===== config.mk =====
export PLATFORM = sky130hd
export DESIGN_NAME = rtc_bus_arbiter_flat
export DESIGN_NICKNAME = d
export VERILOG_FILES = /design/src/rtl/rtc_bus_arbiter_if.sv /design/src/rtl/rtc_bus_arbiter.sv /design/src/flat_wrapper.sv
export SDC_FILE = /design/constraint.sdc
export NUM_CORES = 1
export LEC_CHECK = 0
export CORE_MARGIN = 2
export CORE_UTILIZATION = 48
export CTS_BUF_LIST = sky130_fd_sc_hd__clkbuf_16
export DETAILED_ROUTE_END_ITERATION = 10
export PLACE_DENSITY = 0.82
export SYNTH_ARGS = -nofsm -noshare
export SYNTH_HDL_FRONTEND = slang
export SYNTH_SLANG_ARGS = --single-unit

===== constraint.sdc =====
create_clock -name CLK -period 2.2 [get_ports CLK]
set_input_delay 0.44 -clock CLK [delete_from_list [all_inputs] [get_ports CLK]]
set_output_delay 0.44 -clock CLK [all_outputs]
set_load 0.1 [all_outputs]

===== src/rtl/rtc_bus_arbiter_if.sv =====
// ---------------------------------------------------------------------------
// rtc_bus_arbiter_if
// Bundles the request side (write/read sequencers) and the RTC pad side of the
// bus arbiter into one interface.
//
// Signals
//   wr_req, wr_addr[7:0], wr_data[7:0]  write request (level) and its payload
//   rd_req, rd_addr[7:0]                read request (level) and its address
//   bus_in[7:0]                         sampled value of the bidirectional bus
//   bus_out[7:0], bus_oe                value and tristate enable for the pad
//   CSO, ADO, WRO, RDO                  RTC strobes (CS/WR/RD active-low,
//                                       ADO=0 during the address phase)
//   wr_done, rd_done                    1-cycle completion pulses
//   rd_data[7:0]                        last byte read; held between reads
//   busy                                arbiter is not idle
//
// Modports
//   master : the arbiter itself (drives the bus and the completion signals)
//   slave  : the sequencers / pad wrapper (drive requests, sample results)
// ---------------------------------------------------------------------------
interface rtc_bus_arbiter_if;
  logic       wr_req;
  logic [7:0] wr_addr;
  logic [7:0] wr_data;
  logic       rd_req;
  logic [7:0] rd_addr;
  logic [7:0] bus_in;
  logic [7:0] bus_out;
  logic       bus_oe;
  logic       CSO;
  logic       ADO;
  logic       WRO;
  logic       RDO;
  logic       wr_done;
  logic       rd_done;
  logic [7:0] rd_data;
  logic       busy;

  modport master (
    input  wr_req, wr_addr, wr_data, rd_req, rd_addr, bus_in,
    output bus_out, bus_oe, CSO, ADO, WRO, RDO,
    output wr_done, rd_done, rd_data, busy
  );

  modport slave (
    output wr_req, wr_addr, wr_data, rd_req, rd_addr, bus_in,
    input  bus_out, bus_oe, CSO, ADO, WRO, RDO,
    input  wr_done, rd_done, rd_data, busy
  );
endinterface


===== src/rtl/rtc_bus_arbiter.sv =====
// ---------------------------------------------------------------------------
// rtc_bus_arbiter
// Owns the RTC multiplexed address/data bus and its strobes. Arbitrates between
// the write sequencer and the read sequencer and runs one complete bus cycle
// per grant: address phase (setup/strobe/hold) then data phase
// (setup/strobe/hold), followed by a one-cycle DONE state that pulses the
// matching completion flag.
//
// Parameters
//   PH_CYC  CLK cycles per bus sub-phase (>= 1)
//
// Ports
//   CLK    in  system clock, rising edge
//   Reset  in  synchronous, active-high reset
//   bus    rtc_bus_arbiter_if.master
//            requests/payload in, bus value/enable and strobes out,
//            wr_done/rd_done pulses, rd_data, busy
//
// All bus-facing outputs are registered: they are decoded from the next state
// and flopped, so the pad sees glitch-free strobes that change exactly on the
// state-transition edge.
// ---------------------------------------------------------------------------
module rtc_bus_arbiter #(
  parameter int PH_CYC = 10
) (
  input  logic                 CLK,
  input  logic                 Reset,
  rtc_bus_arbiter_if.master    bus
);

  localparam int CNT_W = $clog2(PH_CYC + 1);
  localparam logic [CNT_W-1:0] CNT_LAST = CNT_W'(PH_CYC - 1);
  localparam logic [CNT_W-1:0] CNT_ONE  = CNT_W'(1);

  // Operation encoding; also used for the last-grant memory.
  localparam logic OP_WR = 1'b0;
  localparam logic OP_RD = 1'b1;

  typedef enum logic [2:0] {
    IDLE    = 3'd0,
    A_SETUP = 3'd1,
    A_STRB  = 3'd2,
    A_HOLD  = 3'd3,
    D_SETUP = 3'd4,
    D_STRB  = 3'd5,
    D_HOLD  = 3'd6,
    DONE    = 3'd7
  } state_t;

  // -------------------------------------------------------------------------
  // FSM and transaction context
  // -------------------------------------------------------------------------
  state_t           state_reg, state_next;
  logic [CNT_W-1:0] cnt_reg, cnt_next;
  logic             op_reg, op_next;
  logic [7:0]       addr_reg, addr_next;
  logic [7:0]       data_reg, data_next;
  logic             last_grant_reg, last_grant_next;

  // -------------------------------------------------------------------------
  // Registered outputs
  // -------------------------------------------------------------------------
  logic       cso_reg, cso_next;
  logic       ado_reg, ado_next;
  logic       wro_reg, wro_next;
  logic       rdo_reg, rdo_next;
  logic       oe_reg, oe_next;
  logic [7:0] out_reg, out_next;
  logic       wr_done_reg, wr_done_next;
  logic       rd_done_reg, rd_done_next;
  logic       busy_reg, busy_next;
  logic [7:0] rd_data_reg;

  logic phase_end;
  logic grant_rd;
  logic capture_rd;

  assign phase_end = (cnt_reg == CNT_LAST);

  // The read byte is taken on the final cycle of the read strobe, while RD is
  // still low and the RTC is guaranteed to be driving the bus.
  assign capture_rd = (state_reg == D_STRB) && (op_reg == OP_RD) && phase_end;

  // -------------------------------------------------------------------------
  // State register
  // -------------------------------------------------------------------------
  always_ff @(posedge CLK) begin
    if (Reset) begin
      state_reg      <= IDLE;
      cnt_reg        <= '0;
      op_reg         <= OP_WR;
      addr_reg       <= '0;
      data_reg       <= '0;
      // Remembering a read as the last grant makes the first contested
      // grant after reset go to the write sequencer.
      last_grant_reg <= OP_RD;
    end else begin
      state_reg      <= state_next;
      cnt_reg        <= cnt_next;
      op_reg         <= op_next;
      addr_reg       <= addr_next;
      data_reg       <= data_next;
      last_grant_reg <= last_grant_next;
    end
  end

  // -------------------------------------------------------------------------
  // Next-state logic
  // -------------------------------------------------------------------------
  always_comb begin
    state_next      = state_reg;
    cnt_next        = cnt_reg;
    op_next         = op_reg;
    addr_next       = addr_reg;
    data_next       = data_reg;
    last_grant_next = last_grant_reg;
    grant_rd        = 1'b0;

    case (state_reg)
      IDLE: begin
        if (bus.wr_req || bus.rd_req) begin
          // A lone request wins outright; when both are pending the op that
          // was not granted last time wins (strict alternation).
          grant_rd        = bus.rd_req && (!bus.wr_req || (last_grant_reg == OP_WR));
          op_next         = grant_rd;
          addr_next       = grant_rd ? bus.rd_addr : bus.wr_addr;
          data_next       = bus.wr_data;
          last_grant_next = grant_rd;
          cnt_next        = '0;
          state_next      = A_SETUP;
        end
      end

      A_SETUP, A_STRB, A_HOLD, D_SETUP, D_STRB, D_HOLD: begin
        if (phase_end) begin
          cnt_next = '0;
          case (state_reg)
            A_SETUP: state_next = A_STRB;
            A_STRB:  state_next = A_HOLD;
            A_HOLD:  state_next = D_SETUP;
            D_SETUP: state_next = D_STRB;
            D_STRB:  state_next = D_HOLD;
            default: state_next = DONE;
          endcase
        end else begin
          cnt_next = cnt_reg + CNT_ONE;
        end
      end

      DONE: begin
        state_next = IDLE;
      end

      default: begin
        state_next = IDLE;
        cnt_next   = '0;
      end
    endcase
  end

  // -------------------------------------------------------------------------
  // Output decode, evaluated on the state being entered so the flopped
  // outputs line up with the registered state.
  // -------------------------------------------------------------------------
  always_comb begin
    cso_next     = 1'b1;
    ado_next     = 1'b1;
    wro_next     = 1'b1;
    rdo_next     = 1'b1;
    oe_next      = 1'b0;
    out_next     = '0;
    wr_done_next = 1'b0;
    rd_done_next = 1'b0;
    busy_next    = (state_next != IDLE);

    case (state_next)
      A_SETUP, A_STRB, A_HOLD: begin
        // The address is latched by the RTC on WR in the address phase for
        // both reads and writes.
        cso_next = 1'b0;
        ado_next = 1'b0;
        oe_next  = 1'b1;
        out_next = addr_next;
        wro_next = (state_next != A_STRB);
      end

      D_SETUP, D_STRB, D_HOLD: begin
        cso_next = 1'b0;
        if (op_next == OP_WR) begin
          oe_next  = 1'b1;
          out_next = data_next;
          wro_next = (state_next != D_STRB);
        end else begin
          // Pad released so the RTC can drive the bus.
          rdo_next = (state_next != D_STRB);
        end
      end

      DONE: begin
        wr_done_next = (op_next == OP_WR);
        rd_done_next = (op_next == OP_RD);
      end

      default: begin
      end
    endcase
  end

  // -------------------------------------------------------------------------
  // Output registers
  // -------------------------------------------------------------------------
  always_ff @(posedge CLK) begin
    if (Reset) begin
      cso_reg     <= 1'b1;
      ado_reg     <= 1'b1;
      wro_reg     <= 1'b1;
      rdo_reg     <= 1'b1;
      oe_reg      <= 1'b0;
      out_reg     <= '0;
      wr_done_reg <= 1'b0;
      rd_done_reg <= 1'b0;
      busy_reg    <= 1'b0;
      rd_data_reg <= '0;
    end else begin
      cso_reg     <= cso_next;
      ado_reg     <= ado_next;
      wro_reg     <= wro_next;
      rdo_reg     <= rdo_next;
      oe_reg      <= oe_next;
      out_reg     <= out_next;
      wr_done_reg <= wr_done_next;
      rd_done_reg <= rd_done_next;
      busy_reg    <= busy_next;
      if (capture_rd) begin
        rd_data_reg <= bus.bus_in;
      end
    end
  end

  assign bus.CSO     = cso_reg;
  assign bus.ADO     = ado_reg;
  assign bus.WRO     = wro_reg;
  assign bus.RDO     = rdo_reg;
  assign bus.bus_oe  = oe_reg;
  assign bus.bus_out = out_reg;
  assign bus.wr_done = wr_done_reg;
  assign bus.rd_done = rd_done_reg;
  assign bus.rd_data = rd_data_reg;
  assign bus.busy    = busy_reg;

endmodule

===== src/flat_wrapper.sv =====
// flat-port wrapper written by rule: the top's interface ports become plain ports
module rtc_bus_arbiter_flat 
#(
  parameter int PH_CYC = 10
)
  (CLK, Reset, bus_wr_req, bus_wr_addr, bus_wr_data, bus_rd_req, bus_rd_addr, bus_bus_in, bus_bus_out, bus_bus_oe, bus_CSO, bus_ADO, bus_WRO, bus_RDO, bus_wr_done, bus_rd_done, bus_rd_data, bus_busy);
  rtc_bus_arbiter_if bus_i ();
  input  logic CLK;
  input  logic Reset;
  input wire logic [$bits(bus_i.wr_req)-1:0] bus_wr_req;
  input wire logic [$bits(bus_i.wr_addr)-1:0] bus_wr_addr;
  input wire logic [$bits(bus_i.wr_data)-1:0] bus_wr_data;
  input wire logic [$bits(bus_i.rd_req)-1:0] bus_rd_req;
  input wire logic [$bits(bus_i.rd_addr)-1:0] bus_rd_addr;
  input wire logic [$bits(bus_i.bus_in)-1:0] bus_bus_in;
  output wire logic [$bits(bus_i.bus_out)-1:0] bus_bus_out;
  output wire logic [$bits(bus_i.bus_oe)-1:0] bus_bus_oe;
  output wire logic [$bits(bus_i.CSO)-1:0] bus_CSO;
  output wire logic [$bits(bus_i.ADO)-1:0] bus_ADO;
  output wire logic [$bits(bus_i.WRO)-1:0] bus_WRO;
  output wire logic [$bits(bus_i.RDO)-1:0] bus_RDO;
  output wire logic [$bits(bus_i.wr_done)-1:0] bus_wr_done;
  output wire logic [$bits(bus_i.rd_done)-1:0] bus_rd_done;
  output wire logic [$bits(bus_i.rd_data)-1:0] bus_rd_data;
  output wire logic [$bits(bus_i.busy)-1:0] bus_busy;
  assign bus_i.wr_req = bus_wr_req;
  assign bus_i.wr_addr = bus_wr_addr;
  assign bus_i.wr_data = bus_wr_data;
  assign bus_i.rd_req = bus_rd_req;
  assign bus_i.rd_addr = bus_rd_addr;
  assign bus_i.bus_in = bus_bus_in;
  assign bus_bus_out = bus_i.bus_out;
  assign bus_bus_oe = bus_i.bus_oe;
  assign bus_CSO = bus_i.CSO;
  assign bus_ADO = bus_i.ADO;
  assign bus_WRO = bus_i.WRO;
  assign bus_RDO = bus_i.RDO;
  assign bus_wr_done = bus_i.wr_done;
  assign bus_rd_done = bus_i.rd_done;
  assign bus_rd_data = bus_i.rd_data;
  assign bus_busy = bus_i.busy;
  rtc_bus_arbiter #(.PH_CYC(PH_CYC)) u_core (.CLK(CLK), .Reset(Reset), .bus(bus_i));
endmodule

* Word-level counts from Yosys, hierarchy flattened
Index checks and enable logic that the tools add are counted.
** Cells by class
- Reductions and logical operators :: 17
- Multiplexer cells :: 22
- Add/sub/neg operators :: 1
- Equality and inequality tests :: 18
- Bitwise operators :: 4
** Operators by type and width (count)
- $mux W8 :: 6
- $eq A3 B3 Y1 const B :: 8
- $pmux W8 S2 :: 1
- $pmux W3 S5 :: 1
- $eq A3 B2 Y1 const B :: 4
- $reduce_or A6 Y1 :: 2
- $pmux W3 S3 :: 1
- $reduce_or A3 Y1 :: 3
- $mux W4 :: 2
- $pmux W4 S2 :: 1
- $eq A3 B1 Y1 const B :: 2
- $mux W1 :: 6
- $mux W3 :: 2
- $add A4 B1 Y4 const B :: 1
- $eq A4 B4 Y1 const B :: 1
- $not A1 Y1 :: 4
- $pmux W1 S2 :: 2
- $reduce_and A2 Y1 :: 2
- $logic_and A1 B1 Y1 :: 3
- $logic_not A3 Y1 :: 1
- $ne A3 B2 Y1 const B :: 1
- $ne A3 B3 Y1 const B :: 1
- $reduce_bool A3 Y1 :: 1
- $logic_or A1 B1 Y1 :: 2
- 4 further kinds :: 4
** Word-level totals
- Output and inout port bits :: 24
- Flip-flop bits (word level) :: 49

* Longest topological paths before layout
- Word-level depth :: 8
- Mapped depth :: 7

* Worst setup path after synthesis
Ideal clock, no wire load.
- Path type :: reg-to-reg
- Start :: register u_core.cnt_reg[0]
- End :: register u_core.rdo_reg (netlist: u_core.bus.RDO)
- Arrival :: 1.495 ns
- Slack :: 0.570 ns
- Data required time :: 2.066 ns
- Stages on the path, launching flop included :: 6
- Cells stage by stage :: dfxtp_1 -> ha_1 -> nand4b_4 -> nor3_1 -> o21bai_1 -> or4_1
** Between the ends
- Longest elaborated chain between the ends :: 7
** Ends and longest elaborated chain
- from (decl) :: line rtc_bus_arbiter.sv:54 : logic [CNT_W-1:0] cnt_reg, cnt_next;
- from (signal assigned) :: line rtc_bus_arbiter.sv:99 : cnt_reg <= cnt_next;
- $eq A4 B4 Y1 (*) :: line rtc_bus_arbiter.sv:78 : assign phase_end = (cnt_reg == CNT_LAST);
- $mux W3 (*) :: line rtc_bus_arbiter.sv:135 : if (phase_end) begin
- $pmux W3 S3 (*) :: line rtc_bus_arbiter.sv:119 : case (state_reg)
- $eq A3 B3 Y1 :: line rtc_bus_arbiter.sv:176 : case (state_next)
- $reduce_or A3 Y1 :: line rtc_bus_arbiter.sv:176
- $not A1 Y1 (no source line)
- $reduce_or A3 Y1 (no source line)
- to (signal assigned) :: line rtc_bus_arbiter.sv:228 : rdo_reg <= rdo_next;
- to (decl) :: line rtc_bus_arbiter.sv:66 : logic rdo_reg, rdo_next;
Every way passes the cells marked *; elsewhere a longest branch is shown, timed or not.
A chain may end at the register's enable or synchronous reset.

* Worst setup path in the final report
- Start :: register u_core.cnt_reg[1]
- End :: register u_core.out_reg[1] (netlist: u_core.bus.bus_out[1])
** Between the ends
- Longest elaborated chain between the ends :: 6
** Ends and longest elaborated chain
- $eq A4 B4 Y1 (*) :: line rtc_bus_arbiter.sv:78
- $mux W3 (*) :: line rtc_bus_arbiter.sv:135
- $pmux W3 S3 (*) :: line rtc_bus_arbiter.sv:119
- $eq A3 B3 Y1 (tied with other cells) :: line rtc_bus_arbiter.sv:176
- $reduce_or A3 Y1 :: line rtc_bus_arbiter.sv:176
- $pmux W8 S2 (*) :: line rtc_bus_arbiter.sv:176
- to (signal assigned) :: line rtc_bus_arbiter.sv:230 : out_reg <= out_next;
- to (decl) :: line rtc_bus_arbiter.sv:68 : logic [7:0] out_reg, out_next;
Marks and branches as above.

==> metrics.md <==
| Metric | Value |
|---|---|
| DR iter-0 viols | 140 |
| Die height | between 70 and 80 µm |
| Yosys top cell area share | 0.422 |
| CTS root buffer | clkbuf_16 |
| Hold slack final | 0.511 ns |
| ANT cells | 0 |
| Max-slew violations | 0 |
| Share of post-route cells with drive strength above 1 | 0.218 |
| Post-CTS sizing | 0 |
| Synthesized area | 0.00232 mm² |
| Initial cell density of the core | 0.495 |
| Sw Pwr | 640 µW |
| Clk slew on worst S/H paths | 0.06 ns |
| Post-synthesis sequential area ratio | 0.422 |
| Final Critical Period | between 1.5 and 2 ns |
| Setup violations, final | 0 |
| PD cells | about 750 mW/mm² |
| Most common cell after layout, fill and taps aside | dfxtp_1 |
| Crit-path leading delay family | compound AO/OA/AOI/OAI gates |
| Setup slack, reg-to-reg | 0.27 ns |
| RSZ-0062 raised after global routing | no |
| Area Growth Syn to Fin | 33.7% |
| Distinct cells, synth | 49 |
| Clk_skew | 0.00741 ns |
| Worst r2r path cells | 6 |
| Post-route ant nets | 0 |
| Gate Count Post-Synth | about 240 |
| Timing startpoint of the critical path | u_core.cnt_reg[1]$_SDFFE_PP0P_ |
| Outcome | complete, no violations |
| FP Rows | 25 |
| Internal power | 1670 µW |
| Final Hold Viols | 0 |
| RR Endpoint | u_core.bus.bus_out[1]$_SDFF_PP0_ |
| Peak supply drop | around 0.43 mV |
| Switching Fraction | 0.277 |
| Setup Fix Bufs, Post-CTS | 0 |
| Top FF cell, synth | dfxtp_1 |
| CP Class | flip-flop to flip-flop |
| Crit path max fanout | 8 |
| Mapped Nets | 280 |
| Headroom to the max-slew limit | 0.656 |
| Final period utilization | 0.879 |
| Worst R2R Start | u_core.cnt_reg[1]$_SDFFE_PP0P_ |
| Number of max-cap violations | 0 |
| Clk buf depth | 2 |
| CP Data Arrival Time | 2.15 ns |
| Core area | between 0.004 and 0.005 mm² |
| Most frequent cells in the layout | dfxtp_1, clkdlybuf4s50_1, buf_4 |
| Hold_buf cts | 0 |
| Worst setup EP type | flip-flop |
| Pin count of the biggest net entering global routing | 24 |
| H-tree depth | 2 |
| Avg WL per Cell | approximately 15 µm |
| Adder-cell share of the synthesized area | 0.0108 |
| WL final | roughly 5.4 mm |
| Critical path buffer and inverter count | 1 |
| Ports | 60 |
| I/O Buffers | between 50 and 60 |
| Simple-Gate Fraction of Synth Area | 0.185 |
| GP Congestion | slightly below 0.8 |
| Cell chain of the critical path | inv_1 > ha_1 > and3b_1 > a221oi_4 > o211ai_1 > a21oi_1 |
| DR vias/cell | ~5.6 |
| XOR/XNOR Fraction of Synth Area | 0.00377 |
| Crit path launch type | flip-flop |
| Die X | 73.6 µm |
| Hold WC Path Type | flip-flop to flip-flop |
| Detailed-route via count | approximately 2,000 |
| Placed instance area | around 0.0029 mm² |
| Residual DRC | 0 |
| Finished layout cell area | just over 0.003 mm² |
| Leak | between 0.001 and 0.0015 µW |
| Mux cell area share after synthesis | 0.0819 |
| Worst-Margin Slew | about 0.51 ns |
| NumNets Final | between 300 and 400 |
| YS warnings | 0 |
| Global route overflow | 0 |
| Share of async-settable or async-resettable flops after synthesis | 0 |
| Synth Area in Compound Gates | 0.247 |
| First-pass GRT wire length | about 8.6 mm |
| Crit path to | u_core.bus.bus_out[1]$_SDFF_PP0_ |
| Main area contributors after synthesis | dfxtp_1, nor2_1, mux2i_1 |
| Clk_lat worst skew | 0.29 ns |
| Initial DRT Pass Iterations | 4 |
| Register share of total power | 0.419 |
| Total CTS buffers | 5 |
| Clock network fraction of total power | 0.363 |
| Crit path depth | 6 |
| Vias in the first global route | around 1,800 |
| Leading area contributor after synthesis | dfxtp_1 |
| TritonCTS clock tree | done |
| HPWL after detailed placement | about 3.8 mm |
| Crit-path slowest cell | a221oi_4 |
| Max incr delay on CP | roughly 0.50 ns |
| Register bit total from synthesis | a little under 50 |
| TNS Setup | 0 ns |
| Logic pwr share | 0.218 |
| Critical path data required time | approximately 2.4 ns |
| Post-synth EDFFs | 0 |
| Initial antenna violation count | 0 |
| Synth Area per Inst | approximately 9.6 µm² |
| GR Util All Layers | 0.209 |
| Largest family of logic cells by synthesized area | compound AO/OA/AOI/OAI gates |
| Max frequency | 517 MHz |
| Die Area | 0.00541 mm² |
| Clock sinks | 49 |
logic make-up (layout without fill, tap and decap cells):
logic type / after synthesis / count (layout)
muxes: 18 / 18
AOI/OAI and AO/OA: 73 / 73
adders and majority gates: 2 / 2
buffers and inverters: 23 / 84
xor gates and xnor gates: 1 / 1
and+or+nand+nor: 76 / 76
DFF: 49 / 49
area by class of cell:
type                            instances  area, µm²
Timing Repair Buffer                   71        646
Fill cell                             368       1590
Clock buffer                            5        125
Inverter                                5       18.8
Sequential cell                        49        981
Clock inverter                          3       37.5
Multi-Input combinational cell        170       1230
Tap cell                               54       67.6
worst reg2reg max path, delay by kind of cell, from the launching register on:
kind / cells / cell delay (ns)
buffers and inverters: 1 / 0.06
flip-flops: 1 / 0.40
adder cells (fa/ha/maj): 1 / 0.23
AO/OA/AOI/OAI: 3 / 0.90
AND/OR/NAND/NOR: 1 / 0.28
synthesized netlist by cell type, types with 2 or more instances:
cell      count
o221ai_1      8
or3_1         2
nand3_1       4
a22o_1        2
o21ba_2       8
nor3_1        5
o211ai_1      8
clkbuf_1      8
and3_1        9
buf_6         2
a22oi_1       2
mux2i_1      10
a21o_1        9
a311oi_1      2
nand2_1       6
nor2_1       27
a21oi_1      14
buf_2         6
inv_1         4
ha_1          2
nand2b_1      2
a21boi_0      8
dfxtp_1      49
nor3b_1      10
nor2b_1       2
mux2_2        8
o21ai_0       3
routing by layer:
| layer | global-route usage | part of all wire | wire (µm) |
|---|---|---|---|
| met1 | 0.284 | 0.47 | 2530 |
| met4 | 0.0788 | 0.012 | 65 |
| met5 | 0 | 0 | 0 |
| met2 | 0.323 | 0.47 | 2510 |
| met3 | 0.0453 | 0.053 | 286 |
metrics by stage:
step | power [µW] | worst slack (ns) | instances | utilization
finish | 2310 | 0.266 | 357 | 0.662
global route | 2400 | 0.147 | 357 | 0.662
CTS | 2330 | 0.262 | 357 | 0.662
detailed placement | 1490 | 0.0582 | 349 | 0.627
global placement | 1480 | 0.0806 | 349 | 0.627
floorplan | 1340 | 0.570 | 242 | -
worst min path at each step:
stage	from	to	cells after the start	slack, ns
floorplan	u_core.last_grant_reg$_SDFFE_PP1P_	u_core.last_grant_reg$_SDFFE_PP1P_	1	0.48
global placement	u_core.bus.rd_data[3]$_SDFFE_PP0P_	u_core.bus.rd_data[3]$_SDFFE_PP0P_	2	0.48
detailed placement	u_core.bus.rd_data[6]$_SDFFE_PP0P_	u_core.bus.rd_data[6]$_SDFFE_PP0P_	2	0.49
CTS	u_core.bus.rd_data[6]$_SDFFE_PP0P_	u_core.bus.rd_data[6]$_SDFFE_PP0P_	2	0.51
global route	u_core.bus.rd_data[3]$_SDFFE_PP0P_	u_core.bus.rd_data[3]$_SDFFE_PP0P_	2	0.54
finish	u_core.bus.rd_data[6]$_SDFFE_PP0P_	u_core.bus.rd_data[6]$_SDFFE_PP0P_	2	0.51
power by group through the flow:
stage                     Sequential [µW]  Clock, µW  Combinational [µW]
after global routing                  975        881                 539
final                                 969        841                 503
after detailed placement              988          0                 502
after floorplan                      1130          0                 207
after CTS                             969        856                 504
after global placement                986          0                 497
No activity file was read; power rests on OpenSTA's default activity.
